==> src/rtl/prco_alu_stage.sv <==
// prco_alu_stage: execute stage fed by the register set.
// Single-cycle ALU plus an FSM for iterative multiply and shifts.
module prco_alu_stage #(
  parameter int DATA_W     = 16,
  parameter int SEL_W      = 3,
  parameter int ITER_SHIFT = 1
) (
  input  logic              i_clk,
  input  logic              i_reset_n,
  input  logic              i_ce,
  input  logic [3:0]        i_op,
  input  logic [SEL_W-1:0]  i_rd,
  input  logic              i_use_imm,
  input  logic [7:0]        i_imm,
  input  logic [DATA_W-1:0] i_data,
  input  logic [DATA_W-1:0] i_datb,
  output logic              q_we,
  output logic [SEL_W-1:0]  q_seld,
  output logic [DATA_W-1:0] q_datd,
  output logic              q_ce_done,
  output logic              q_busy,
  output logic [3:0]        q_flags
);

  localparam int W  = DATA_W;
  localparam int AW = $clog2(DATA_W);

  localparam logic [3:0] OP_ADD = 4'h0;
  localparam logic [3:0] OP_SUB = 4'h1;
  localparam logic [3:0] OP_AND = 4'h2;
  localparam logic [3:0] OP_OR  = 4'h3;
  localparam logic [3:0] OP_XOR = 4'h4;
  localparam logic [3:0] OP_SHL = 4'h5;
  localparam logic [3:0] OP_SHR = 4'h6;
  localparam logic [3:0] OP_ASR = 4'h7;
  localparam logic [3:0] OP_MUL = 4'h8;
  localparam logic [3:0] OP_MOV = 4'h9;
  localparam logic [3:0] OP_CMP = 4'hA;

  typedef enum logic [1:0] {
    S_IDLE = 2'd0,
    S_EXEC = 2'd1,
    S_DONE = 2'd2
  } state_e;

  state_e state_q, state_d;

  logic [3:0]       op_q, op_d;
  logic [SEL_W-1:0] rd_q, rd_d;
  logic [W-1:0]     a_q, a_d;
  logic [2*W-1:0]   p_q, p_d;
  logic [AW-1:0]    cnt_q, cnt_d;
  logic             we_q, we_d;
  logic [W-1:0]     datd_q, datd_d;
  logic [SEL_W-1:0] seld_q, seld_d;
  logic [3:0]       flags_q, flags_d;

  logic [W-1:0]  opb;
  logic [AW-1:0] amt;
  logic          is_mul, is_sh;
  logic          go_exec, start, last, fin;

  assign opb    = i_use_imm ? W'(i_imm) : i_datb;
  assign amt    = opb[AW-1:0];
  assign is_mul = (i_op == OP_MUL);
  assign is_sh  = (i_op == OP_SHL) | (i_op == OP_SHR) |
                  (i_op == OP_ASR);
  assign go_exec = is_mul |
                   (is_sh & (ITER_SHIFT != 0) & (amt != '0));
  assign start  = (state_q == S_IDLE) & i_ce;
  assign last   = (state_q == S_EXEC) & (cnt_q == '0);
  assign fin    = (start & ~go_exec) | last;

  always_ff @(posedge i_clk or negedge i_reset_n) begin
    if (!i_reset_n) begin
      state_q <= S_IDLE;
    end else begin
      state_q <= state_d;
    end
  end

  always_comb begin
    state_d = state_q;
    unique case (state_q)
      S_IDLE: if (i_ce) state_d = go_exec ? S_EXEC : S_DONE;
      S_EXEC: if (cnt_q == '0) state_d = S_DONE;
      S_DONE: state_d = S_IDLE;
      default: state_d = S_IDLE;
    endcase
  end

  always_comb begin
    q_ce_done = (state_q == S_DONE);
    q_busy    = (state_q != S_IDLE);
    q_we      = (state_q == S_DONE) & we_q;
  end

  assign q_datd  = datd_q;
  assign q_seld  = seld_q;
  assign q_flags = flags_q;

  logic [W:0]   add_x, sub_x, shl_x, shr_x, asr_x;
  logic [W-1:0] s_res;
  logic         s_c, s_v, s_we, s_zn, s_cv;

  // Shifts use a 1-bit extension to expose the last bit shifted out.
  always_comb begin
    add_x = {1'b0, i_data} + {1'b0, opb};
    sub_x = {1'b0, i_data} - {1'b0, opb};
    shl_x = {1'b0, i_data} << amt;
    shr_x = {i_data, 1'b0} >> amt;
    asr_x = $signed({i_data, 1'b0}) >>> amt;
    s_res = '0;
    s_c   = 1'b0;
    s_v   = 1'b0;
    s_we  = 1'b1;
    s_zn  = 1'b1;
    s_cv  = 1'b1;
    case (i_op)
      OP_ADD: begin
        s_res = add_x[W-1:0];
        s_c   = add_x[W];
        s_v   = (i_data[W-1] == opb[W-1]) &
                (add_x[W-1] != i_data[W-1]);
      end
      OP_SUB, OP_CMP: begin
        s_res = sub_x[W-1:0];
        s_c   = sub_x[W];
        s_v   = (i_data[W-1] != opb[W-1]) &
                (sub_x[W-1] != i_data[W-1]);
        s_we  = (i_op == OP_SUB);
      end
      OP_AND: s_res = i_data & opb;
      OP_OR:  s_res = i_data | opb;
      OP_XOR: s_res = i_data ^ opb;
      OP_SHL: begin
        s_res = shl_x[W-1:0];
        s_c   = shl_x[W];
      end
      OP_SHR: begin
        s_res = shr_x[W:1];
        s_c   = shr_x[0];
      end
      OP_ASR: begin
        s_res = asr_x[W:1];
        s_c   = asr_x[0];
      end
      OP_MOV: begin
        s_res = opb;
        s_cv  = 1'b0;
      end
      OP_MUL: s_res = '0;
      default: begin
        s_we = 1'b0;
        s_zn = 1'b0;
        s_cv = 1'b0;
      end
    endcase
  end

  logic [W:0]     sum;
  logic [2*W-1:0] p_nx;
  logic [W-1:0]   x_a, x_res;
  logic           x_c, x_cm;

  // One shift-add multiplier step, or one 1-bit shift.
  always_comb begin
    sum  = {1'b0, p_q[2*W-1:W]} +
           (p_q[0] ? {1'b0, a_q} : '0);
    p_nx = {sum, p_q[W-1:1]};
    x_a  = a_q;
    x_c  = 1'b0;
    case (op_q)
      OP_SHL: begin
        x_a = {a_q[W-2:0], 1'b0};
        x_c = a_q[W-1];
      end
      OP_SHR: begin
        x_a = {1'b0, a_q[W-1:1]};
        x_c = a_q[0];
      end
      OP_ASR: begin
        x_a = {a_q[W-1], a_q[W-1:1]};
        x_c = a_q[0];
      end
      default: ;
    endcase
    x_res = (op_q == OP_MUL) ? p_nx[W-1:0] : x_a;
    x_cm  = (op_q == OP_MUL) ? |p_nx[2*W-1:W] : x_c;
  end

  logic [W-1:0]     f_res;
  logic [SEL_W-1:0] f_rd;
  logic             f_c, f_v, f_we, f_zn, f_cv;

  always_comb begin
    f_res = s_res;
    f_rd  = i_rd;
    f_c   = s_c;
    f_v   = s_v;
    f_we  = s_we;
    f_zn  = s_zn;
    f_cv  = s_cv;
    if (state_q == S_EXEC) begin
      f_res = x_res;
      f_rd  = rd_q;
      f_c   = x_cm;
      f_v   = 1'b0;
      f_we  = 1'b1;
      f_zn  = 1'b1;
      f_cv  = 1'b1;
    end
  end

  always_comb begin
    op_d    = op_q;
    rd_d    = rd_q;
    a_d     = a_q;
    p_d     = p_q;
    cnt_d   = cnt_q;
    we_d    = we_q;
    datd_d  = datd_q;
    seld_d  = seld_q;
    flags_d = flags_q;
    if (start) begin
      op_d  = i_op;
      rd_d  = i_rd;
      a_d   = i_data;
      p_d   = {{W{1'b0}}, opb};
      cnt_d = is_mul ? AW'(W - 1) : amt - 1'b1;
    end
    if (state_q == S_EXEC) begin
      a_d   = x_a;
      p_d   = p_nx;
      cnt_d = cnt_q - 1'b1;
    end
    if (fin) begin
      we_d = f_we;
      if (f_we) begin
        datd_d = f_res;
        seld_d = f_rd;
      end
      if (f_zn) flags_d[3:2] = {f_res == '0, f_res[W-1]};
      if (f_cv) flags_d[1:0] = {f_c, f_v};
    end
  end

  always_ff @(posedge i_clk or negedge i_reset_n) begin
    if (!i_reset_n) begin
      op_q    <= '0;
      rd_q    <= '0;
      a_q     <= '0;
      p_q     <= '0;
      cnt_q   <= '0;
      we_q    <= 1'b0;
      datd_q  <= '0;
      seld_q  <= '0;
      flags_q <= '0;
    end else begin
      op_q    <= op_d;
      rd_q    <= rd_d;
      a_q     <= a_d;
      p_q     <= p_d;
      cnt_q   <= cnt_d;
      we_q    <= we_d;
      datd_q  <= datd_d;
      seld_q  <= seld_d;
      flags_q <= flags_d;
    end
  end

endmodule

==> config.mk <==
export PLATFORM = sky130hd
export DESIGN_NAME = prco_alu_stage
export DESIGN_NICKNAME = d
export VERILOG_FILES = /design/src/rtl/prco_alu_stage.sv
export SDC_FILE = /design/constraint.sdc
export NUM_CORES = 1
export LEC_CHECK = 0
export CAP_MARGIN = 20
export CORE_ASPECT_RATIO = 0.8
export CORE_MARGIN = 2
export CORE_UTILIZATION = 30
export DETAILED_ROUTE_END_ITERATION = 12
export MAX_ROUTING_LAYER = met4
export RECOVER_POWER = 50
export SLEW_MARGIN = 20
export SYNTH_ARGS = -nofsm -noshare
export SYNTH_HDL_FRONTEND = slang
export SYNTH_SLANG_ARGS = --single-unit
export TNS_END_PERCENT = 20
==> constraint.sdc <==
create_clock -name i_clk -period 5.9 [get_ports i_clk]
set_clock_uncertainty 0.05 [all_clocks]
set_input_delay 0.59 -clock i_clk [delete_from_list [all_inputs] [get_ports i_clk]]
set_output_delay 0.59 -clock i_clk [all_outputs]
set_load 0.005 [all_outputs]
Word-level counts from Yosys, hierarchy flattened
Cells that the tools add are included.
Cells by class
  add/sub/neg operators: 5
  eq/ne operators: 22
  shift-type cells: 3
  muxes and demuxes: 30
  bitwise operators: 15
  reductions and logical operators: 17
Operator list (count)
  case mux 16 bit (9 select lines): 1
  two-way mux 16 bit: 6
  two-way mux 32 bit: 2
  case mux 16 bit (3 select lines): 1
  adder 16 x 16 -> 17 bit: 2
  == test 4 x 3 -> 1 bit (second input constant): 7
  << shifter 16 x 4 -> 17 bit: 1
  >> shifter 17 x 4 -> 17 bit: 1
  >>> shifter 17 x 4 -> 17 bit: 1
  subtractor 16 x 16 -> 17 bit: 1
  bitwise AND 16 bit: 1
  == test 4 bit (second input constant): 4
  zero test 16 bit: 1
  OR 16 bit: 1
  OR reduction 16 bit: 1
  XOR 16 bit: 1
  two-way mux 4 bit: 3
  OR reduction 11 bit: 1
  OR reduction 10 bit: 1
  OR reduction 9 bit: 1
  == test 4 x 2 -> 1 bit (second input constant): 2
  zero test 4 bit: 2
  two-way mux 1 bit: 8
  AND reduction 2 bit: 4
  20 further kinds: 38
Word-level totals
  bits in registers: 85
  output and inout bits: 26

Depth between registers and ports, before layout
Gate-level depths: netlist of the first run.
  depth after elaboration: 9
  mapped depth: 18
  gate-level depth less buffers: 14

Least setup slack after synthesis of the first run
OpenSTA, ideal clock, no wires.
  path kind: input-to-reg
  from: input i_use_imm
  to: register flags_q[0] (netlist: q_flags[0])
  arrival time: 4108 ps
  path slack: 1632 ps
  stages: 14
  path buffers: 3
  cell sequence: buf_6 mux2i_4 buf_2 buf_1 ha_1 or3_1 a311oi_1 nand4bb_1 nand2_1 o31a_1 o21ai_0 nand3b_1 o221a_2 o41ai_1
On the way
  word-level cells in the longest chain between the ends: 8
RTL lines
  start, declared: line 13  | input logic i_use_imm,
  two-way mux 16 bit *: line 63  | assign opb = i_use_imm ? W'(i_imm) : i_datb;
  branches (longest 7 deep; another with subtractor 16 x 16 -> 17 bit)
  end signal, assigned: line 268  | flags_q <= flags_d;
  end, declared: line 56  | logic [3:0] flags_q, flags_d;
Mark *: on every way between the ends.
A chain may end at the register's enable or synchronous reset.

Worst setup path after layout of the first run
  from: input i_use_imm
  to: register flags_q[3] (netlist: q_flags[3])
On the way
  word-level cells in the longest chain between the ends: 8
RTL lines (line)
  two-way mux 16 bit *: 63
  branches (longest 7 deep; another with subtractor 16 x 16 -> 17 bit)
Marks and branches as above.

==> results of run 1 <==
layout make-up:
cell class              count  area [µm²]
repair buffers            139        1220
fillers                  3497       21700
clock buffers               9         225
well taps                 434         543
multi-input cells        1068        7540
inverters                  65         249
flip-flops and latches     85        2130
clock inverters             7        76.3
final timing paths:
path / slack, ns / endpoint / cells past startpoint / start
max reg2reg: 1.42 / q_datd[12] / 7 / state_q[1]
min in group asynchronous: 0.52 / p_q[14] / 1 / i_reset_n
max in group asynchronous: 1.43 / a_q[14] / 2 / i_reset_n
max: 0.93 / q_flags[3] / 13 / i_use_imm
min: 0.43 / rd_q[2] / 2 / rd_q[2]
min reg2reg: 0.43 / rd_q[2] / 2 / rd_q[2]
cells by family (layout without fill, tap and decap cells):
logic type	Yosys count	after routing	synth area share
and+or+nand+nor	444	444	0.214
DFF	85	85	0.206
muxes	90	90	0.114
buffers and inverters	172	220	0.0670
AOI/OAI and AO/OA	446	446	0.295
adders and majority gates	72	72	0.0896
xor gates and xnor gates	16	16	0.0136
routing by layer:
| metal | global-route usage | wire length (µm) | share of wire |
|---|---|---|---|
| met5 | - | 0 | 0 |
| met4 | 0.0524 | 771 | 0.017 |
| met3 | 0.0685 | 4750 | 0.10 |
| met2 | 0.364 | 18900 | 0.41 |
| met1 | 0.388 | 22000 | 0.47 |
critical path, delay by kind of cell:
kind / cells / cell delay [ns]
AOI/OAI and AO/OA: 3 / 0.61
muxes: 2 / 0.69
buffers and inverters: 2 / 0.81
adders and majority gates: 1 / 0.45
and+or+nand+nor: 5 / 2.01
registers in the layout (all words and copies together), names as in the netlist:
| name | cells |
|---|---|
| op_q | 4 |
| rd_q | 3 |
| cnt_q | 4 |
| we_q | 1 |
| a_q | 16 |
| q_seld | 3 |
| q_datd | 16 |
| q_flags | 4 |
| state_q | 2 |
| p_q | 32 |
through the flow:
stage / area [µm²] / worst slack (ns) / std cells / util
after floorplan: 10300 / 1.63 / 1325 / -
after global placement: 11700 / 0.810 / 1791 / 0.347
after detailed placement: 11700 / 0.768 / 1791 / 0.347
after CTS: 12000 / 1.13 / 1807 / 0.356
after global routing: 12000 / 0.526 / 1807 / 0.355
final: 12000 / 0.930 / 1807 / 0.355
cell usage in the layout (no fill, tap or decap), types with 15 or more instances in the layout:
cell type / count
o211ai_1: 27
a211oi_1: 22
dfrtp_1: 85
clkdlybuf4s50_1: 68
nand2_1: 129
ha_1: 69
nand3_1: 41
nor3_1: 29
mux2i_1: 52
buf_4: 61
mux4_2: 15
nor2_1: 101
a21oi_1: 81
a22oi_1: 20
and2_1: 24
inv_1: 62
nand2b_1: 27
a31oi_1: 21
mux2_2: 17
o22ai_1: 16
o21ai_0: 106
power groups by stage:
stage | logic (mW) | clock network, mW | registers [mW]
finish | 2.48 | 0.587 | 1.11
global route | 2.73 | 0.621 | 1.14
CTS | 2.45 | 0.601 | 1.10
detailed placement | 2.44 | 0 | 1.11
global placement | 2.41 | 0 | 1.10
floorplan | 1.62 | 0 | 1.02
synth_stat cells, types with 21 or more instances:
library cell,instances,area (µm²)
nand2_1,130,488
o21ai_0,106,531
nor2_1,102,383
dfrtp_1,85,2130
a21oi_1,82,410
clkbuf_1,82,308
ha_1,69,863
inv_1,62,233
mux2i_1,53,531
nand3_1,41,205
nor3_1,29,145
nand2b_1,28,175
o211ai_1,27,203
and2_1,24,150
a211oi_1,22,165
a31oi_1,21,131
==> out/metrics.csv, run 1 <==
stage,metric,value,unit
outcome,status,finished with violations,
outcome,violations,"max-capacitance violations, max-slew violations",
power_and_ir_drop,p_sw,2.05,mW
logic_synthesis,ys_types,87,
clocking,hold_buffers,0,
logic_synthesis,async_reset_ff_frac,1.00,
clocking,cts_resized,0,
routing,drt-wirelength-per-cell,25.7,µm
clocking,cts_buffer_depth,2,
critical_path,cp.arrival,5.20,ns
routing,final_antenna_net_count,0,
logic_synthesis,yosysWarnings,0,
logic_synthesis,syn_avg_cell_area,7.78,µm²
critical_path,cp_slowest_stage_delay,0.79,ns
routing,via_per_inst,6.20,
critical_path,slowest_stage,nor4b_1,
grt,grt_max_degree,65,
floorplanning,start_util,0.306,
place,gp_congestion,0.983,
logic_synthesis,synth-edff-count,0,
routing,drt_iter0_markers,1398,
sta,period_share,0.842,
power_and_ir_drop,seqPwrFrac,0.265,
critical_path,end_kind,flop,
floorplanning,dieArea,35900,µm²
clocking,htree_levels,3,
sta,fin_crit,4.97,ns
final_layout,fin_nets,1491,
sta,tns,0,ns
routing,drc,0,
floorplanning,io_pins,77,
power_and_ir_drop,leakagePower,4.95,nW
clocking,cts_tree,yes,
sta,rsz0062_at_grt,false,
logic_synthesis,ys_ff_latch,85,
critical_path,crit_type,input port to flop,
floorplanning,die_w,211,µm
floorplanning,die_y,170,µm
power_and_ir_drop,combPwrFrac,0.594,
sta,hold_slack,0.431,ns
sta,slew_headroom,-1.25,
power_and_ir_drop,switching_share,0.491,
grt,antenna_found_initial,2,
grt,grt_pass1_vias,10300,
flow_run,max_cap_viol_count,2,
grt,grt_use_total,0.266,
power_and_ir_drop,p_total,4.17,mW
power_and_ir_drop,peakVddDrop,0.209,mV
clocking,root_buffer,clkbuf_16,
floorplanning,core,33700,µm²
routing,num_vias,11200,
critical_path,critPathMaxFanout,16,
clocking,cts.sinks,85,
logic_synthesis,synth_top_flop_cell,dfrtp_1,
logic_synthesis,seq_area_frac_synth,0.206,
final_layout,insertedDiodeCount,0,
logic_synthesis,synth_nets,1448,
clocking,clk_latency,0.36,ns
clocking,cts_setup_buffers,0,
routing,first_pass_iters,5,
final_layout,area_growth,16.2,%
grt,overflow,0,
critical_path,crit_chain,clkdlybuf4s50_1 -> buf_4 -> mux2i_1 -> ha_1 -> nand2_1 -> nor4b_1 -> o41ai_1 -> mux2i_1 -> nor4_1 -> o221ai_1 -> nor4_1 -> nand4_1 -> o31ai_2,
floorplanning,core.rowCount,60,
logic_synthesis,syn-instance-count,1325,
final_layout,drive_above_1_share,0.105,
clocking,clk_pin_slew,0.08,ns
sta,drv_slew,113,
critical_path,cp.required,6.13,ns
place,io_buffers,76,
routing,finalWirelength,46.4,mm
sta,hold_violations,0,
clocking,cts_buffers,9,
sta,fmax,201,MHz
grt,grt_pass1_wl,69.2,mm
power_and_ir_drop,p_int,2.12,mW
critical_path,startpoint_type,input port,
logic_synthesis,syn_area,10300,µm²
sta,setup_viol,0,
power_and_ir_drop,power_density,348,nW/µm²
sta,tightest_slew,3.38,ns
place,dp.final_hpwl,35.2,mm
worst_hold_path,min_path_type,flop to flop,
power_and_ir_drop,clockPowerShare,0.141,
Power figures use the tool's default switching activity.
==> inputs of run 2 (changes only) <==
clock period = 5.19 ns   (was 5.9 ns; I/O delays follow)
==> run 2 against run 1 <==
Compared with the run above: the run still ends with max-capacitance violations, max-slew violations left; register-to-register slack worse by 0.10 ns; sequential share of layout area down 0.41 points; global-route usage decreased by 0.13 points; cell area up 2.4%; combinational power is 15% higher; cell count grew 2.1%; worst setup slack lost 0.53 ns; worst hold slack about the same.
==> out/metrics.csv, run 2 (synthesis gave the netlist of run 1 again) <==
stage,metric,value,unit,change
outcome,status,finished with violations,,
outcome,violations,"max-capacitance violations, max-slew violations",,
routing,finalWirelength,46.4,mm,about the same
critical_path,cp_common_cell,nor4_1,,
clocking,root_buffer,clkbuf_16,,
floorplanning,io_pins,77,,unchanged
grt,grt_pass1_vias,10400,,+1.0%
floorplanning,dieArea,35900,µm²,unchanged
place,dp.cells,1827,,+2.0%
critical_path,cp_slowest_stage_delay,0.90,ns,+0.11 ns
final_layout,area_growth,19.0,%,
routing,drc,0,,unchanged
critical_path,cp.buffers_inverters,2,,unchanged
sta,drv_slew,100,,-12%
power_and_ir_drop,peakVddDrop,0.227,mV,+8.5%
sta,setup_viol,0,,unchanged
final_layout,instances_no_fill,1845,,+2.1%
critical_path,crit_type,input port to flop,,
critical_path,crit_chain,clkdlybuf4s50_1 -> buf_4 -> mux2i_4 -> ha_1 -> nor4b_1 -> o41ai_1 -> mux2i_1 -> nor4_1 -> o221ai_1 -> nor4_1 -> nand4_1 -> o31ai_2,,
clocking,htree_levels,3,,unchanged
critical_path,reg2reg_from,p_q[0],,
clocking,cts_resized,0,,unchanged
grt,overflow,0,,unchanged
power_and_ir_drop,power_density,391,nW/µm²,+12%
power_and_ir_drop,leakagePower,5.13,nW,+3.6%
sta,tightest_slew,2.83,ns,-0.548 ns
power_and_ir_drop,p_total,4.80,mW,+15%
critical_path,cp.arrival,5.00,ns,-0.20 ns
clocking,cts_buffers,9,,unchanged
final_layout,largest_register_ffs,32,,unchanged
routing,drt-wirelength-per-cell,25.2,µm,-2.0%
flow_run,max_cap_viol_count,2,,unchanged
critical_path,critPathMaxFanout,9,,-7
clocking,cts_setup_buffers,0,,unchanged
final_layout,regMostFlops,p_q,,
critical_path,cp_top_family,simple AND/OR/NAND/NOR gates,,
floorplanning,die_y,170,µm,unchanged
routing,first_pass_iters,6,,+1
final_layout,fin_nets,1527,,+2.4%
routing,via_per_inst,6.09,,-1.8%
floorplanning,die_w,211,µm,unchanged
final_layout,num-fill-cells,3514,,+0.49%
clocking,cts_buffer_depth,2,,unchanged
sta,slew_headroom,-0.885,,+0.365
sta,fmax,209,MHz,
final_layout,drive_above_1_share,0.127,,+0.0222
sta,period_share,0.922,,
clocking,cts_tree,yes,,
sta,hold_slack,0.431,ns,-0.000262 ns
grt,grt_use_total,0.265,,-0.00127
sta,rsz0062_at_grt,false,,
sta,layout_setup_ws,0.404,ns,-0.527 ns
floorplanning,start_util,0.306,,unchanged
critical_path,startpoint_type,input port,,
grt,grt_pass1_wl,69.4,mm,+0.26%
routing,num_vias,11200,,+0.23%
place,io_buffers,76,,unchanged
sta,hold_violations,0,,unchanged
sta,fin_crit,4.79,ns,
place,dpl_worst_slack,0.237,ns,-0.530 ns
final_layout,fin_util,0.364,,+0.00850
critical_path,cp.required,5.40,ns,-0.73 ns
worst_hold_path,hp-start,q_datd[14],,
place,place_area,12000,µm²,+2.3%
place,dp.final_hpwl,36.1,mm,+2.6%
critical_path,end_kind,flop,,
clocking,clk_pin_slew,0.08,ns,about the same
grt,grt_max_degree,50,,-23%
final_layout,final_common_cell,nand2_1,,
final_layout,finish.instance_area,12300,µm²,+2.4%
place,gp_congestion,0.976,,-0.71%
clocking,cts.sinks,85,,unchanged
grt,antenna_found_initial,3,,+1
floorplanning,core,33700,µm²,unchanged
sta,tns,0,ns,unchanged
critical_path,slowest_stage,nor4b_1,,
clocking,hold_buffers,0,,unchanged
final_layout,final_cell_mix,"nand2_1, o21ai_0, nor2_1, buf_4, dfrtp_1",,
worst_hold_path,min_path_type,flop to flop,,
floorplanning,core.rowCount,60,,unchanged
routing,drt_iter0_markers,1384,,-1.0%
routing,final_antenna_net_count,0,,unchanged
clocking,clk_latency,0.35,ns,about the same
critical_path,crit_start,i_use_imm,,
==> run 2: metal layers <==
layer  part of all wire  routed length, µm  GRT usage  vias up
met2               0.41              19200      0.371      554
met1               0.48              22200      0.390     5515
met3              0.095               4410     0.0575       46
met4              0.013                603     0.0416        0
li1                   -                  -          -     5119
met5                  0                  0          -        -
==> run 2: worst min-delay path: cells and delay by family (launching register included) <==
family / cells / cell delay (ns)
DFF: 1 / 0.35
AOI/OAI and AO/OA: 1 / 0.06
and+or+nand+nor: 1 / 0.05
==> run 2: cell type report <==
cell class	instances	area, µm²	area share
well taps	434	543	0.0443
diodes	2	5.00	0.000408
flip-flops and latches	85	2130	0.173
multi-input cells	1068	7530	0.614
clock inverters	7	91.3	0.00745
inverters	65	249	0.0203
clock buffers	9	225	0.0184
repair buffers	175	1490	0.122
==> run 2: where the power goes <==
part | internal [mW] | total, mW | switching, mW
clock | 0.385 | 0.689 | 0.304
combinational | 1.16 | 2.85 | 1.70
sequential | 0.957 | 1.25 | 0.296
total | 2.50 | 4.80 | 2.30
==> run 2: worst paths after layout <==
path                         endpoint  slack [ns]  depth (start not counted)
min in group asynchronous     p_q[19]        1.04                          1
max in group asynchronous     rd_q[2]        1.90                          2
hold reg to reg            q_datd[14]        0.43                          2
hold / removal             q_datd[14]        0.43                          2
setup / recovery           q_flags[3]        0.40                         12
setup reg to reg           q_flags[1]        1.32                         12
